--- src/rtl/fetch_align.sv ---
// fetch_align: instruction fetch alignment buffer.
//
// Fetches 64-bit words from memory and presents a left-aligned window of
// 16-bit parcels to the decoder. Instructions are 1, 2 or 4 parcels long,
// and the length is encoded in the top bits of the first parcel.
//
// Ports:
//   clk, rst                 clock and synchronous active-high reset
//   pc_load, pc_load_addr    redirect strobe and target byte address
//   mem_req, mem_addr        fetch request and 8-byte aligned fetch address
//   mem_ready, mem_data      transfer handshake and fetched word (parcel 0 in [63:48])
//   instOut, inst_valid, pc  decode window, completeness flag, window byte address
//   advance16/32/64          decoder consumes 1/2/4 parcels
module fetch_align (
    input  logic        clk,
    input  logic        rst,
    input  logic        pc_load,
    input  logic [63:0] pc_load_addr,
    output logic        mem_req,
    output logic [63:0] mem_addr,
    input  logic        mem_ready,
    input  logic [63:0] mem_data,
    output logic [63:0] instOut,
    output logic        inst_valid,
    output logic [63:0] pc,
    input  logic        advance16,
    input  logic        advance32,
    input  logic        advance64
);

    logic [127:0] buf_q, buf_d;
    logic [3:0]   cnt_q, cnt_d;
    logic [63:0]  pc_q,  pc_d;
    logic [63:0]  fa_q,  fa_d;
    logic [1:0]   s_q,   s_d;

    logic [2:0]   req_len;
    logic [2:0]   k;
    logic         xfer;
    logic [3:0]   cnt_mid;
    logic [127:0] shifted;
    logic [127:0] incoming;

    // Window is masked to the valid parcel count so stale data can never
    // leak into the decoder, independent of how the buffer got filled.
    always_comb begin
        instOut = 64'h0;
        for (int i = 0; i < 4; i++) begin
            if (4'(i) < cnt_q) begin
                instOut[63-16*i -: 16] = buf_q[127-16*i -: 16];
            end
        end
    end

    always_comb begin
        if (!instOut[63])      req_len = 3'd1;
        else if (!instOut[62]) req_len = 3'd2;
        else                   req_len = 3'd4;
    end

    assign inst_valid = (cnt_q != 4'd0) && (cnt_q >= {1'b0, req_len});

    // Request depends only on registered count, never on advance inputs.
    assign mem_req  = !rst && (cnt_q <= 4'd4);
    assign mem_addr = fa_q;
    assign pc       = pc_q;
    assign xfer     = mem_req && mem_ready;

    always_comb begin
        k = 3'd0;
        if (inst_valid) begin
            if (advance64)      k = 3'd4;
            else if (advance32) k = 3'd2;
            else if (advance16) k = 3'd1;
        end
    end

    always_comb begin
        buf_d    = buf_q;
        cnt_d    = cnt_q;
        pc_d     = pc_q;
        fa_d     = fa_q;
        s_d      = s_q;
        cnt_mid  = cnt_q - {1'b0, k};
        shifted  = buf_q << {k, 4'b0};
        // Skipped parcels are shifted out so the useful ones are left-aligned,
        // then the word is dropped in right behind the surviving parcels.
        incoming = {mem_data << {s_q, 4'b0}, 64'h0} >> {cnt_mid, 4'b0};

        if (rst) begin
            buf_d = 128'h0;
            cnt_d = 4'd0;
            pc_d  = 64'h0;
            fa_d  = 64'h0;
            s_d   = 2'd0;
        end else if (pc_load) begin
            buf_d = 128'h0;
            cnt_d = 4'd0;
            pc_d  = pc_load_addr & ~64'h1;
            fa_d  = pc_load_addr & ~64'h7;
            s_d   = pc_load_addr[2:1];
        end else begin
            buf_d = shifted;
            cnt_d = cnt_mid;
            pc_d  = pc_q + {60'h0, k, 1'b0};
            if (xfer) begin
                // cnt <= 4 whenever a transfer happens, so the result fits in 8.
                buf_d = shifted | incoming;
                cnt_d = cnt_mid + (4'd4 - {2'b0, s_q});
                fa_d  = fa_q + 64'd8;
                s_d   = 2'd0;
            end
        end
    end

    always_ff @(posedge clk) begin
        buf_q <= buf_d;
        cnt_q <= cnt_d;
        pc_q  <= pc_d;
        fa_q  <= fa_d;
        s_q   <= s_d;
    end

endmodule

--- config.mk ---
export PLATFORM = sky130hd
export DESIGN_NAME = fetch_align
export DESIGN_NICKNAME = d
export VERILOG_FILES = /design/src/rtl/fetch_align.sv
export SDC_FILE = /design/constraint.sdc
export NUM_CORES = 1
export LEC_CHECK = 0
export CORE_MARGIN = 2
export CORE_UTILIZATION = 40
export CTS_CLUSTER_DIAMETER = 60
export DETAILED_ROUTE_END_ITERATION = 6
export GPL_TIMING_DRIVEN = 0
export HOLD_SLACK_MARGIN = 0.02
export PLACE_DENSITY = 0.64
export RECOVER_POWER = 50
export SLEW_MARGIN = 30
export SYNTH_ARGS = -nofsm -noshare
export SYNTH_HDL_FRONTEND = slang
export SYNTH_SLANG_ARGS = --single-unit
--- constraint.sdc ---
create_clock -name clk -period 12.05 [get_ports clk]
set_clock_uncertainty 0.05 [all_clocks]
set_input_delay 1.8075 -clock clk [delete_from_list [all_inputs] [get_ports clk]]
set_output_delay 1.8075 -clock clk [all_outputs]
set_load 0.01 [all_outputs]
==> results.toml <==
[sta]
worstMarginPinSlew_ns = 1.443
rsz0062_at_grt = "false"
finalHoldViolations = 0
slew_violations = 0
fmax_mhz = 115.8
fin_setup_tns_ns = 0
finalCritPeriodShare_pct = 71.64
fin_crit_ns = 8.632
max_slew_margin_pct = 3.193
setup_viol = 0

[logic_synthesis]
syn_avg_cell_area_um2 = 7.692
synthMuxAreaShare_pct = 8.791
synthCells = 2274
synth_xor_area_share_pct = 5.959
synth_edf_count = 0
synth-main-ff-cell = "dfxtp_1"
synth_top_family_by_area = "compound AO/OA/AOI/OAI gates"
yosysUniqueCellTypes = 75
ys_async_sr_fraction_pct = 0
synth_area_um2 = 17490
yosysWarnings = 0
ys_ff_latch = 258
ys_seq_area_share_pct = 29.53
synth_fa_ha_area_share_pct = 1.273
synthSimpleGateAreaFrac_pct = 22.67
synth_compound_area_share_pct = 26.22

[clocking]
clk_path_buf_depth = 3
root_buffer = "clkbuf_16"
cts.clk_slew.worst_paths_ns = 0.06
cts.htree.levels = 2
cts_setup_buffers = 0
clock_latency_ns = 0.55
hold_buffers = 0
cts_made_buffers = 35
clock_sinks = 258
ctsResizeCount = 0
cts_tree = "built"

[finish]
regArea_um2 = 5165
area_delta_synth_final_pct = 29.48
diodes = 0
multiInputGateArea_um2 = 11410
final_layout_size_suffix_gt1_share_pct = 5.727
finalInstanceArea_um2 = 22650
nets = 2780
fill_cells = 4281

[setup_path]
end_kind = "register"
cp.arrival_ns = 8.98
startpoint = "cnt_q[3]$_SDFF_PP0_"
start_kind = "register"
crit_path_max_fanout = 11
r2r-end = "buf_q[73]$_SDFF_PP0_"
r2r-start = "cnt_q[3]$_SDFF_PP0_"
endpoint = "buf_q[73]$_SDFF_PP0_"
path_class = "reg2reg"
rr_worst_depth = 22
r2r_slack_ns = 3.42
worstPathRequired_ns = 12.40

[placement]
placed_cell_area_um2 = 21450
gp_congestion = 1.023
place_hpwl_um = 71520
io_buffers = 313

[pwr]
p_leak_nw = 8.268
power_mw = 2.769
power_density_nw_per_um2 = 122.2
max-vdd-ir-drop_v = 0.00008185

[detailed_routing]
via_count = 20503
drtPass1Iterations = 7
route.detailed.drc = 4
routed_wl_um = 90990
wl_per_cell_um = 28.09
vias_per_cell = 6.330
drt-initial-drc-count = 2122
antenna_left = 0

[grt]
grt_max_degree = 13
grt_pass1_vias = 20181
grt_use_total_pct = 39.46
antenna_found_initial = 2
overflow = 0
grt_pass1_wl_um = 131300

[status]
run_status = "finished with violations"
failed_checks = "design-rule violations"

[floorplanning]
dieArea_um2 = 45420
ioPinCount = 329
initial_core_util_pct = 40.61
die_h_um = 213.1
placementRows = 76
core_um2 = 43080
die_w_um = 213.1

[flow_run]
drv_cap = 0

[hold_path]
hp-class = "reg2reg"
## worst max-delay path: stages (launching register included)
cell and delay [ns]:
dfxtp_1 0.30, buf_2 0.19, nor2_1 0.77, nand3_1 0.42, nand2_1 0.21, inv_1 0.11
nand2_1 0.08, ha_1 0.13, nand2_1 0.07, o21ai_0 0.59, nand3_1 0.35, inv_2 0.25
buf_2 0.36, buf_1 0.79, ha_1 0.29, buf_2 0.24, clkbuf_1 0.53, buf_1 0.64
clkbuf_1 0.63, mux2i_1 0.77, mux2i_1 0.27, nand2_1 0.29, a21oi_1 0.10
## cell type report
type                    count  area share (%)
flip-flops and latches    258           22.80
plain buffers             169           2.950
inverters                  78           1.293
repair buffers            315           13.88
well taps                 585           3.232
clock buffers              45           4.342
multi-input cells        1772           50.39
clock inverters            17           1.110
## state kept, by name (all words and copies together) (netlist names)
name and cells:
cnt_q 4, pc 63, s_q 2, mem_addr 61, buf_q 128
## power breakdown
| group | switching (mW) | total [mW] | internal (mW) | leakage, nW |
|---|---|---|---|---|
| Clock | 0.446 | 1.14 | 0.691 | 0.593 |
| Sequential | 0.0697 | 0.971 | 0.901 | 2.12 |
| Combinational | 0.421 | 0.661 | 0.241 | 5.56 |
## through the flow
stage                     std cells  hold WS, ns  utilization (%)  setup slack, ns
after detailed placement       3177       0.4655            49.79            4.049
after global routing           3239       0.5028            52.58            3.464
after CTS                      3239       0.4857            52.66            4.023
after floorplan                2277       0.4025                -            6.443
final                          3239       0.4855            52.58            3.418
after global placement         3175       0.4476            49.61            3.774
## per-layer routing
| metal | GRT usage (%) | vias up | routed length, µm |
|---|---|---|---|
| li1 | - | 9018 | - |
| met1 | 45.05 | 9875 | 33430 |
| met2 | 65.37 | 1266 | 41800 |
| met3 | 7.751 | 340 | 7954 |
| met4 | 29.56 | 4 | 7774 |
| met5 | 0 | - | 24 |
## synth_stat cells, types with 42 or more instances
cell        n  area share [%]
a21boi_0   84             3.6
a21oi_1   163             4.7
a22oi_1    42             1.8
and3_1     43             1.5
clkbuf_1  127             2.7
dfxtp_1   258              30
inv_1      73             1.6
mux2_2     45             2.9
mux2i_1    94             5.4
nand2_1   271             5.8
nand3_1    72             2.1
nor2_1    164             3.5
nor2b_1    73             2.6
nor3_1     66             1.9
o21ai_0    70             2.0
o22ai_1    49             1.8
xnor2_1    82             4.1
## layout by cell type, fill, tap and decap left out, types with 43 or more instances in the layout
cell / instances
mux2i_1: 92
and3_1: 43
clkbuf_1: 132
mux2_2: 45
a21oi_1: 163
o21ai_0: 69
nor2_1: 162
inv_1: 73
dlygate4sd3_1: 158
nand3_1: 72
nand2_1: 271
xnor2_1: 82
o22ai_1: 49
nor3_1: 64
nor2b_1: 73
clkdlybuf4s50_1: 155
a21boi_0: 88
dfxtp_1: 258
## kinds of logic after synthesis
family	after synthesis
AOI/OAI and AO/OA	674
adders and majority gates	16
and+or+nand+nor	816
other	1
xor gates and xnor gates	119
DFF	258
muxes	143
buffers and inverters	247
## worst min-delay path by stage
stage / to / slack, ns / cells past startpoint / from
5_1_grt: buf_q[91]$_SDFF_PP0_ / 0.50 / 1 / buf_q[27]$_SDFF_PP0_
3_5_place_dp: buf_q[82]$_SDFF_PP0_ / 0.47 / 1 / buf_q[18]$_SDFF_PP0_
4_1_cts: buf_q[91]$_SDFF_PP0_ / 0.49 / 1 / buf_q[27]$_SDFF_PP0_
2_1_floorplan: buf_q[93]$_SDFF_PP0_ / 0.40 / 1 / buf_q[29]$_SDFF_PP0_
3_3_place_gp: buf_q[91]$_SDFF_PP0_ / 0.45 / 1 / buf_q[27]$_SDFF_PP0_
6_report: buf_q[82]$_SDFF_PP0_ / 0.49 / 1 / buf_q[18]$_SDFF_PP0_
Note: power is estimated with default switching activity, not from simulation.
